File: config.mk
export PLATFORM = sky130hd
export DESIGN_NAME = ultrasonic_ranger
export DESIGN_NICKNAME = d
export VERILOG_FILES = /design/src/rtl/ultrasonic_ranger.sv
export SDC_FILE = /design/constraint.sdc
export NUM_CORES = 1
export LEC_CHECK = 0
export ABC_CLOCK_PERIOD_IN_PS = 10100
export CORE_UTILIZATION = 25
export DETAILED_ROUTE_END_ITERATION = 8
export PLACE_DENSITY = 0.46
export SYNTH_ARGS = -nofsm -noshare
export SYNTH_HDL_FRONTEND = slang
export SYNTH_SLANG_ARGS = --single-unit
export TNS_END_PERCENT = 30
File: constraint.sdc
create_clock -name clk -period 10.1 [get_ports clk]
set_input_delay 2.02 -clock clk [delete_from_list [all_inputs] [get_ports clk]]
set_output_delay 2.02 -clock clk [all_outputs]
set_load 0.01 [all_outputs]
File: src/rtl/ultrasonic_ranger.sv
// Round-robin multi-channel ultrasonic ranger: fires one sensor per slot,
// measures the synchronised echo width in clk cycles and drives hysteretic crash flags.
module ultrasonic_ranger #(
    parameter int NUM_CH         = 4,
    parameter int CNT_W          = 32,
    parameter int TRIG_CYCLES    = 1000,
    parameter int PERIOD_CYCLES  = 3000000,
    parameter int TIMEOUT_CYCLES = 2500000,
    parameter int HYST           = 500,
    localparam int CH_W          = (NUM_CH > 1) ? $clog2(NUM_CH) : 1
) (
    input  logic              clk,
    input  logic              reset,
    input  logic              enable,
    input  logic [CNT_W-1:0]  thresh,
    input  logic [NUM_CH-1:0] echo,
    output logic [NUM_CH-1:0] trigger,
    output logic [NUM_CH-1:0] is_crash,
    output logic              any_crash,
    output logic              meas_valid,
    output logic [CH_W-1:0]   meas_ch,
    output logic [CNT_W-1:0]  meas_width,
    output logic              meas_timeout
);

    // state     | meaning
    // IDLE      | parked, waiting for enable
    // TRIG      | trigger[ch] high for TRIG_CYCLES
    // WAIT_LOW  | wait for stale/stuck echo to clear
    // WAIT_RISE | wait for echo rising edge
    // MEASURE   | count echo-high cycles
    // HOLD      | idle out the remainder of the slot
    typedef enum logic [2:0] {IDLE, TRIG, WAIT_LOW, WAIT_RISE, MEASURE, HOLD} state_t;

    state_t            state, state_nxt;
    logic [NUM_CH-1:0] echo_meta, es;
    logic [CH_W-1:0]   ch;
    logic [CNT_W-1:0]  slot_cnt, tcnt, width;
    logic [CNT_W:0]    release_lvl;
    logic              es_ch, trig_done, slot_done, timed_out;
    logic              start_slot, rise, post, post_timeout, advance;

    always_ff @(posedge clk or posedge reset) begin
        if (reset) begin
            echo_meta <= '0;
            es        <= '0;
        end else begin
            echo_meta <= echo;
            es        <= echo_meta;
        end
    end

    assign es_ch       = es[ch];
    assign trig_done   = (slot_cnt == CNT_W'(TRIG_CYCLES - 1));
    assign slot_done   = (slot_cnt == CNT_W'(PERIOD_CYCLES - 1));
    assign timed_out   = (tcnt == CNT_W'(TIMEOUT_CYCLES));
    assign release_lvl = {1'b0, thresh} + (CNT_W+1)'(HYST);
    assign any_crash   = |is_crash;

    always_ff @(posedge clk or posedge reset) begin
        if (reset) state <= IDLE;
        else       state <= state_nxt;
    end

    always_comb begin
        state_nxt    = state;
        start_slot   = 1'b0;
        rise         = 1'b0;
        post         = 1'b0;
        post_timeout = 1'b0;
        advance      = 1'b0;
        trigger      = '0;
        case (state)
            IDLE: begin
                if (enable) begin
                    state_nxt  = TRIG;
                    start_slot = 1'b1;
                end
            end
            TRIG: begin
                trigger[ch] = 1'b1;
                if (trig_done) state_nxt = WAIT_LOW;
            end
            WAIT_LOW: begin
                if (timed_out) begin
                    post         = 1'b1;
                    post_timeout = 1'b1;
                    state_nxt    = HOLD;
                end else if (!es_ch) begin
                    state_nxt = WAIT_RISE;
                end
            end
            WAIT_RISE: begin
                if (timed_out) begin
                    post         = 1'b1;
                    post_timeout = 1'b1;
                    state_nxt    = HOLD;
                end else if (es_ch) begin
                    rise      = 1'b1;
                    state_nxt = MEASURE;
                end
            end
            MEASURE: begin
                // a real falling edge wins over a coincident timeout
                if (!es_ch) begin
                    post      = 1'b1;
                    state_nxt = HOLD;
                end else if (timed_out) begin
                    post         = 1'b1;
                    post_timeout = 1'b1;
                    state_nxt    = HOLD;
                end
            end
            HOLD: begin
                if (slot_done) begin
                    advance    = 1'b1;
                    start_slot = enable;
                    state_nxt  = enable ? TRIG : IDLE;
                end
            end
            default: state_nxt = IDLE;
        endcase
    end

    always_ff @(posedge clk or posedge reset) begin
        if (reset) begin
            ch           <= '0;
            slot_cnt     <= '0;
            tcnt         <= '0;
            width        <= '0;
            is_crash     <= '0;
            meas_valid   <= 1'b0;
            meas_ch      <= '0;
            meas_width   <= '0;
            meas_timeout <= 1'b0;
        end else begin
            meas_valid <= 1'b0;

            if (start_slot)         slot_cnt <= '0;
            else if (state != IDLE) slot_cnt <= slot_cnt + CNT_W'(1);

            if (state == TRIG) begin
                tcnt  <= '0;
                width <= '0;
            end else if (state inside {WAIT_LOW, WAIT_RISE, MEASURE}) begin
                tcnt <= tcnt + CNT_W'(1);
            end

            // the rise cycle itself is already an echo-high cycle
            if (rise)                                width <= CNT_W'(1);
            else if (state == MEASURE && es_ch)      width <= width + CNT_W'(1);

            if (post) begin
                meas_valid   <= 1'b1;
                meas_ch      <= ch;
                meas_width   <= width;
                meas_timeout <= post_timeout;
                if (post_timeout)                         is_crash[ch] <= 1'b0;
                else if (width < thresh)                  is_crash[ch] <= 1'b1;
                else if ({1'b0, width} >= release_lvl)    is_crash[ch] <= 1'b0;
            end

            if (advance) ch <= (ch == CH_W'(NUM_CH - 1)) ? '0 : ch + CH_W'(1);
        end
    end

endmodule

==> qor.yml, run 1 <==
outcome:
  status: "completed"
clocking:
  clockRootBuffer: "clkbuf_16"
  cts_max_path_buffers: 2
  postCtsSetupBuffers: 0
  cts.hold.buffers_added: 0
  clock_latency_ps: 430
  cts_resized: 0
  htreeDepth: 4
  cts.sinks: 149
  clk_pin_slew_worst_paths_ps: 70
  cts_tree: "done"
  cts_buffers: 17
logic_synthesis:
  ys_ff_latch: 149
  syn_area_per_cell_um2: 9.270
  syn-cell-area_um2: 9233
  synth_edf_count: 0
  synth_fa_ha_area_share_pct: 9.622
  synthXorXnorAreaFrac_pct: 8.633
  yosysWarnings: 0
  synth_top_cell_area_share_pct: 40.38
  synthArstFlopShare_pct: 100.0
  synthTopCellsByArea: "dfrtp_1 40%, ha_1 9.6%, xnor2_1 4.5%, o21ai_0 4.4%, nor2_1 4.3%"
  syn_nets: 1106
  synth_compound_area_share_pct: 12.25
  yosysTopAreaCell: "dfrtp_1"
  syn_inst: 996
  synthDistinctLibCells: 68
  synth_ff_type: "dfrtp_1"
  yosys.area_share.simple_pct: 21.57
  seq_area_frac_synth_pct: 40.38
  muxShareOfSynthArea_pct: 3.740
  synth_top_family_by_area: "simple AND/OR/NAND/NOR gates"
die:
  die_h_um: 194.2
  fp.dieW_um: 194.2
  rows: 70
  io_pins: 84
  start_util_pct: 25.34
  core_area_um2: 36430
  dieArea_um2: 37700
hold_path:
  hold_path_class: "flop to flop"
critical_path:
  slowest_stage: "clkdlybuf4s50_1"
  crit_chain: "clkdlybuf4s50_1 -> ha_1 -> nor2_1 -> a21oi_1 -> and4_1 -> nand3_1 -> xnor2_1 -> ha_1 -> nand4_1 -> nor4_1 -> nand2_1 -> o221a_2 -> a21oi_1 -> o22ai_2 -> a221o_1"
  worstSetupStartpointType: "primary input"
  critPathMaxStageDelay_ps: 560
  arrival_ps: 6050
  worstPathMaxFanout: 8
  path_delay_family: "compound AO/OA/AOI/OAI gates"
  crit_buf_inv: 1
  end_kind: "flop"
  worst-setup-path-type: "primary input to flop"
  crit_required_ps: 10420
sta:
  worst_slew_pin_slew_ps: 1190
  period_share_pct: 56.78
  setup_viol: 0
  slew_headroom_pct: 20.69
  final_max_slew_viol_count: 0
  hold_viol_final: 0
  fmaxAchievable_mhz: 174.4
  tns_ps: 0
  rsz0062_at_grt: "false"
  fin_skew_ps: 16.75
  layout_setup_ws_ps: 4365
  fin_crit_ps: 5735
layout:
  final_common_cell: "dfrtp_1"
  layout_common_cells: "149 x dfrtp_1, 106 x nor2_1, 83 x clkdlybuf4s50_1"
  layout-drive-gt1-share_pct: 7.721
  fillerInstances: 3823
  syn_to_final_growth_pct: 20.82
  post-route-util_pct: 30.61
  nNetsFinal: 1185
  n_antenna_cell: 0
global_route:
  met1_usage_pct: 17.25
  grt_pass1_vias: 7214
  grt_max_degree: 84
  grt_overflow_total: 0
  grt_usage_pct: 13.08
  grt_pass1_wl_mm: 39.43
  antenna_found_initial: 0
  busiest_layer: "met2"
  grtUsageMet2_pct: 21.57
  use_met3_pct: 2.644
detailed_routing:
  drtIter0Drc: 460
  first_pass_iters: 4
  wire_per_inst_um: 15.53
  wirelength_mm: 24.17
  drtAntennaViolNets: 0
  vias: 7365
  post-route-drc-count: 0
  vias_per_cell: 4.733
power_and_ir_drop:
  power_leakage_uw: 0.004862
  powerDensity_nw_per_um2: 118.4
  peakVddDrop_v: 0.00009420
placement:
  post-dp-hpwl_mm: 17.46
  dp_slack_ps: 3886
  place.gp.congestion: 0.7976
  portBuffers: 83
job:
  maxCapViolations: 0
state kept, by name, indices dropped and copies added (netlist names), 3 cells and up, named ones only:
register and flops:
meas_width 32, slot_cnt 32, tcnt 32, width 32, echo_meta 4, es 4, state 3
report_power, final:
part / internal [µW] / total (µW) / switching, µW
Sequential: 598 / 599 / 0.372
Clock: 376 / 654 / 278
Combinational: 28.5 / 69.1 / 40.6
stage by stage:
| step | area [µm²] | hold slack [ps] | power, µW | instances |
|---|---|---|---|---|
| global route | 11150 | 356.9 | 1377 | 1556 |
| detailed placement | 10570 | 337.1 | 680.6 | 1524 |
| floorplan | 9233 | 331.2 | 647.3 | 996 |
| finish | 11150 | 349.7 | 1321 | 1556 |
| global placement | 10570 | 336.1 | 680.1 | 1524 |
| CTS | 11150 | 352.5 | 1345 | 1556 |
final timing paths:
check | from | end | slack [ps] | depth (start not counted)
worst max register to register | width[0]$_DFFE_PP0P_ | width[28]$_DFFE_PP0P_ | 6910 | 8
worst min-delay path | echo_meta[3]$_DFF_PP0_ | es[3]$_DFF_PP0_ | 350 | 0
worst max-delay path | thresh[2] | flop | 4370 | 15
worst min register to register | echo_meta[3]$_DFF_PP0_ | es[3]$_DFF_PP0_ | 350 | 0
max in group asynchronous | reset | width[23]$_DFFE_PP0P_ | 6550 | 3
min in group asynchronous | reset | echo_meta[0]$_DFF_PP0_ | 2120 | 2
layer usage:
metal,routed length (µm),share of wire (%)
met5,0,0
met2,11480,48
met1,11610,48
met3,696,2.9
met4,379,1.6
cells in the mapped netlist (all sizes together) (5+ instances only):
cell type	count
dfrtp	149
and2	9
nor4	19
a21oi	38
o41ai	8
mux2	26
nand3	44
nor3	18
and3	26
a21o	6
nand2	80
a211oi	8
clkbuf	18
or4	5
o21ai	83
nor2	106
inv	55
a31oi	10
buf	12
xnor2	47
nor2b	11
xor2	44
nand4	38
ha	71
logic make-up (layout without fill, tap and decap cells):
| kind of cell | Yosys count | in the layout |
|---|---|---|
| muxes | 30 | 30 |
| xor gates and xnor gates | 91 | 91 |
| DFF | 149 | 149 |
| AOI/OAI and AO/OA | 182 | 182 |
| buffers and inverters | 85 | 177 |
| and+or+nand+nor | 388 | 388 |
| adders and majority gates | 71 | 71 |
cell type report:
class | count | area (µm²) | share of cell area, %
clock inverters | 12 | 140.1 | 1.256
flip-flops and latches | 149 | 3729 | 33.43
repair buffers | 90 | 883.3 | 7.919
inverters | 55 | 211.5 | 1.896
well taps | 468 | 585.6 | 5.250
clock buffers | 20 | 446.7 | 4.005
multi-input cells | 762 | 5159 | 46.25
Note: power is estimated with default switching activity, not from simulation.
==> run 2, diff against run 1 <==
Settings changed: ABC_CLOCK_PERIOD_IN_PS 10100 to 4900, PLACE_DENSITY 0.46 to 0.48.
Clock period 10.1 ns to 4.9 ns, I/O delays scaled along.
==> qor.yml, run 2 (same netlist as run 1, synthesis figures left out) <==
outcome:
  status: "completed"
sta:
  worst_slew_pin_slew_ps: 1177
  fin_crit_ps: 4433
  setup_viol: 0
  tns_ps: 0
  slew_headroom_pct: 21.47
  fmaxAchievable_mhz: 225.6
  final_max_slew_viol_count: 0
  hold_viol_final: 0
  fin_skew_ps: 12.04
  rsz0062_at_grt: "false"
  period_share_pct: 90.46
  layout_setup_ws_ps: 467.4
layout:
  nNetsFinal: 1192
  design_area_um2: 11200
  final_common_cell: "dfrtp_1"
  syn_to_final_growth_pct: 21.30
  layout_common_cells: "149 x dfrtp_1, 106 x nor2_1, 83 x clkdlybuf4s50_1"
  layout-drive-gt1-share_pct: 7.974
die:
  core_area_um2: 36430
  die_h_um: 194.2
  rows: 70
  start_util_pct: 25.34
  io_pins: 84
  dieArea_um2: 37700
  fp.dieW_um: 194.2
power_and_ir_drop:
  power_leakage_uw: 0.004886
  power_frac_comb_pct: 5.4
  sequentialPowerShare_pct: 45.7
  power_switching_uw: 613.7
  swShare_pct: 22.74
  p_int_uw: 2085
  peakVddDrop_v: 0.0001186
  p_clk_share_pct: 48.9
  powerDensity_nw_per_um2: 241.0
clocking:
  clock_latency_ps: 430
  clk_pin_slew_worst_paths_ps: 60
  htreeDepth: 4
  cts_resized: 0
  cts_max_path_buffers: 2
  cts.sinks: 149
  postCtsSetupBuffers: 0
  cts_buffers: 17
  cts_tree: "done"
  clockRootBuffer: "clkbuf_16"
  cts.hold.buffers_added: 0
global_route:
  grt_overflow_total: 0
  grt_pass1_wl_mm: 39.83
  antenna_found_initial: 1
  grt_usage_pct: 13.21
  grt_pass1_vias: 7334
  grt_max_degree: 150
detailed_routing:
  first_pass_iters: 5
  drtIter0Drc: 428
  vias_per_cell: 4.795
  wire_per_inst_um: 15.55
  post-route-drc-count: 0
  drtAntennaViolNets: 0
  vias: 7480
  wirelength_mm: 24.25
critical_path:
  end_kind: "flop"
  critPathMaxStageDelay_ps: 490
  worst-setup-path-type: "primary input to flop"
  slowest_stage: "clkdlybuf4s50_1"
  worstPathMaxFanout: 4
  r2r_setup_slack_ps: 1720
  crit_chain: "clkdlybuf4s50_1 -> nor4_2 -> a21oi_1 -> and3_1 -> and3_1 -> xnor2_1 -> ha_1 -> nand4_1 -> nor4_1 -> nand2_1 -> o221a_2 -> a21oi_1 -> o22ai_2 -> a221o_1"
  worstSetupStartpointType: "primary input"
  crit_required_ps: 5200
  arrival_ps: 4740
placement:
  place_area_um2: 10630
  portBuffers: 83
  place.gp.congestion: 0.8179
  dp_slack_ps: 29.81
  post-dp-hpwl_mm: 17.46
job:
  maxCapViolations: 0
hold_path:
  hold_path_class: "flop to flop"
[run 2: cell count changes in the layout (fill, tap and decap cells not counted)]
cell / previous run / this run
bufinv_16: 2 / 3
clkinv_4: 0 / 1
buf_12: 0 / 1
clkbuf_8: 1 / 0
inv_6: 6 / 1
buf_4: 7 / 13
diode_2: 0 / 1
inv_8: 1 / 0
clkinvlp_4: 2 / 3
[run 2: power by group through the flow]
stage | Clock (µW) | Combinational [µW] | Sequential (µW)
2_1_floorplan | 0 | 77.5 | 1260
6_report | 1320 | 145 | 1230
3_3_place_gp | 0 | 148 | 1260
3_5_place_dp | 0 | 149 | 1260
4_1_cts | 1360 | 149 | 1230
5_1_grt | 1410 | 165 | 1230
[run 2: worst paths after layout]
check                                  startpoint                          to  cells after the start
max                                     thresh[6]                        flop                     14
min                        echo_meta[3]$_DFF_PP0_             es[3]$_DFF_PP0_                      0
max reg2reg                   tcnt[7]$_DFFE_PP0P_       width[31]$_DFFE_PP0P_                      8
min reg2reg                echo_meta[3]$_DFF_PP0_             es[3]$_DFF_PP0_                      0
max in group asynchronous                   reset  meas_width[31]$_DFFE_PP0P_                      3
min in group asynchronous                   reset      meas_ch[1]$_DFFE_PP0P_                      3
[run 2: final cells by class]
class                   instances  area, µm²
inverters                      55      210.2
repair buffers                 97      948.4
clock inverters                 9      132.6
fillers                      3836      25240
diodes                          1      2.502
multi-input cells             762       5159
flip-flops and latches        149       3729
clock buffers                  19      432.9
well taps                     468      585.6
[run 2: per-layer routing]
metal | wire length, µm | vias to the layer above | track usage, %
met5 | 0 | - | 0
met4 | 314 | 0 | 4.115
met3 | 762 | 17 | 2.557
met2 | 11460 | 112 | 21.62
met1 | 11710 | 3611 | 17.51
li1 | - | 3740 | -
[run 2: metrics by stage]
stage	hold slack (ps)	std cells	total power, µW	utilization [%]
final	347.9	1560	2699	30.74
after global routing	355.4	1559	2803	30.73
after CTS	351.2	1559	2746	30.73
after detailed placement	337.1	1531	1406	29.18
after global placement	341.0	1531	1405	29.18
after floorplan	331.2	996	1335	-
[run 2: worst max-delay path: cells and delay by family]
family / cells / cell delay, ps
AOI/OAI and AO/OA: 5 / 1230
xor gates and xnor gates: 1 / 150
adders and majority gates: 1 / 310
buffers and inverters: 1 / 490
and+or+nand+nor: 6 / 1580
==> run 3, diff against run 2 <==
Settings changed: MAX_ROUTING_LAYER set to met4.
==> qor.yml, run 3 (same netlist as run 1, synthesis figures left out) <==
clocking:
  postCtsSetupBuffers: 0
  clock_latency_ps: 430
  cts_buffers: 17
  htreeDepth: 4
  cts_max_path_buffers: 2
  cts_resized: 0
  clockRootBuffer: "clkbuf_16"
  cts.hold.buffers_added: 0
  cts.sinks: 149
  clk_pin_slew_worst_paths_ps: 60
  cts_tree: "done"
global_route:
  grt_overflow_total: 0
  grt_usage_pct: 13.62
  met1_usage_pct: 17.54
  grt_pass1_vias: 7318
  grt_max_degree: 150
  grt_pass1_wl_mm: 39.85
  grtUsageMet2_pct: 21.61
  antenna_found_initial: 1
  use_met3_pct: 2.557
  busiest_layer: "met2"
critical_path:
  arrival_ps: 4720
  regToRegStartpoint: "tcnt[7]$_DFFE_PP0P_"
  worstSetupStartpointType: "primary input"
  rr_worst_depth: 8
  crit_buf_inv: 1
  r2r-end: "width[31]$_DFFE_PP0P_"
  crit_required_ps: 5210
  slowest_stage: "clkdlybuf4s50_1"
  path_delay_family: "simple AND/OR/NAND/NOR gates"
  worst-setup-path-type: "primary input to flop"
  crit_chain: "clkdlybuf4s50_1 -> nor4_2 -> a21oi_1 -> and3_1 -> and3_1 -> xnor2_1 -> ha_1 -> nand4_1 -> nor4_1 -> nand2_1 -> o221a_2 -> a21oi_1 -> o22ai_2 -> a221o_1"
  end_kind: "flop"
  r2r_setup_slack_ps: 1720
  critPathMaxStageDelay_ps: 480
  worstPathMaxFanout: 4
sta:
  worst_slew_pin_slew_ps: 1168
  hold_viol_final: 0
  slew_headroom_pct: 22.07
  layout_setup_ws_ps: 490.9
  rsz0062_at_grt: "false"
  final_max_slew_viol_count: 0
  fin_crit_ps: 4409
  fin_skew_ps: 11.38
  tns_ps: 0
  fmaxAchievable_mhz: 226.8
  period_share_pct: 89.98
  setup_viol: 0
die:
  fp.dieW_um: 194.2
  start_util_pct: 25.34
  core_area_um2: 36430
  rows: 70
  dieArea_um2: 37700
  die_h_um: 194.2
  io_pins: 84
layout:
  nNetsFinal: 1192
  final_common_cell: "dfrtp_1"
  post-route-util_pct: 30.74
  syn_to_final_growth_pct: 21.30
  layout-drive-gt1-share_pct: 7.974
  layout_common_cells: "149 x dfrtp_1, 106 x nor2_1, 83 x clkdlybuf4s50_1"
power_and_ir_drop:
  powerDensity_nw_per_um2: 241.2
  peakVddDrop_v: 0.0001200
  power_leakage_uw: 0.004886
detailed_routing:
  vias: 7441
  drtAntennaViolNets: 0
  post-route-drc-count: 0
  wirelength_mm: 24.23
  vias_per_cell: 4.770
  wire_per_inst_um: 15.53
  drtIter0Drc: 423
  first_pass_iters: 5
hold_path:
  hold_path_class: "flop to flop"
  holdPathStages: 0
  min_from: "echo_meta[2]$_DFF_PP0_"
  holdPathEnd: "es[2]$_DFF_PP0_"
job:
  maxCapViolations: 0
placement:
  portBuffers: 83
  post-dp-hpwl_mm: 17.46
  dp_slack_ps: 29.81
  place.gp.congestion: 0.8301
outcome:
  status: "completed"
## run 3: cell counts in the layout (fill, tap and decap cells not counted)
No cell type changed its count.
## run 3: worst max-delay path by stage
stage	cells past startpoint	endpoint	start	slack [ps]
after floorplan	15	flop	thresh[2]	930
after global placement	14	flop	thresh[7]	130
after detailed placement	14	flop	thresh[7]	30
after CTS	14	flop	thresh[7]	470
after global routing	14	flop	thresh[13]	280
final	14	flop	thresh[7]	490
## run 3: layer usage
metal | vias up | part of all wire (%)
met2 | 91 | 47
li1 | 3736 | -
met5 | - | 0
met4 | 0 | 1.6
met3 | 23 | 2.8
met1 | 3591 | 49
## run 3: layout make-up
type | count | area (µm²)
clock buffer | 19 | 432.9
multi-input combinational | 762 | 5159
sequential | 149 | 3729
antenna | 1 | 2.502
timing repair buffer | 97 | 948.4
inverter | 55 | 210.2
fill | 3836 | 25240
clock inverter | 9 | 132.6
tap | 468 | 585.6
## run 3: through the flow
stage,power (µW),instances,instance area [µm²],hold slack [ps]
floorplan,1335,996,9236,331.2
global placement,1405,1531,10630,341.0
detailed placement,1406,1531,10630,337.1
CTS,2746,1559,11200,351.2
global route,2805,1560,11200,355.5
finish,2701,1560,11200,347.5
## run 3: worst register-to-register path, delay by kind of cell, from the launching register on
family	cells	cell delay (ps)
compound gates	3	1050
buf+inv	2	320
flops	1	450
simple gates	3	1270
## run 3: report_power, final
group	internal [µW]	leakage (µW)	total (µW)	switching [µW]
Combinational	61.7	0.00257	145	83.4
Clock	790	0.000271	1320	532
Sequential	1230	0.00204	1230	0.739
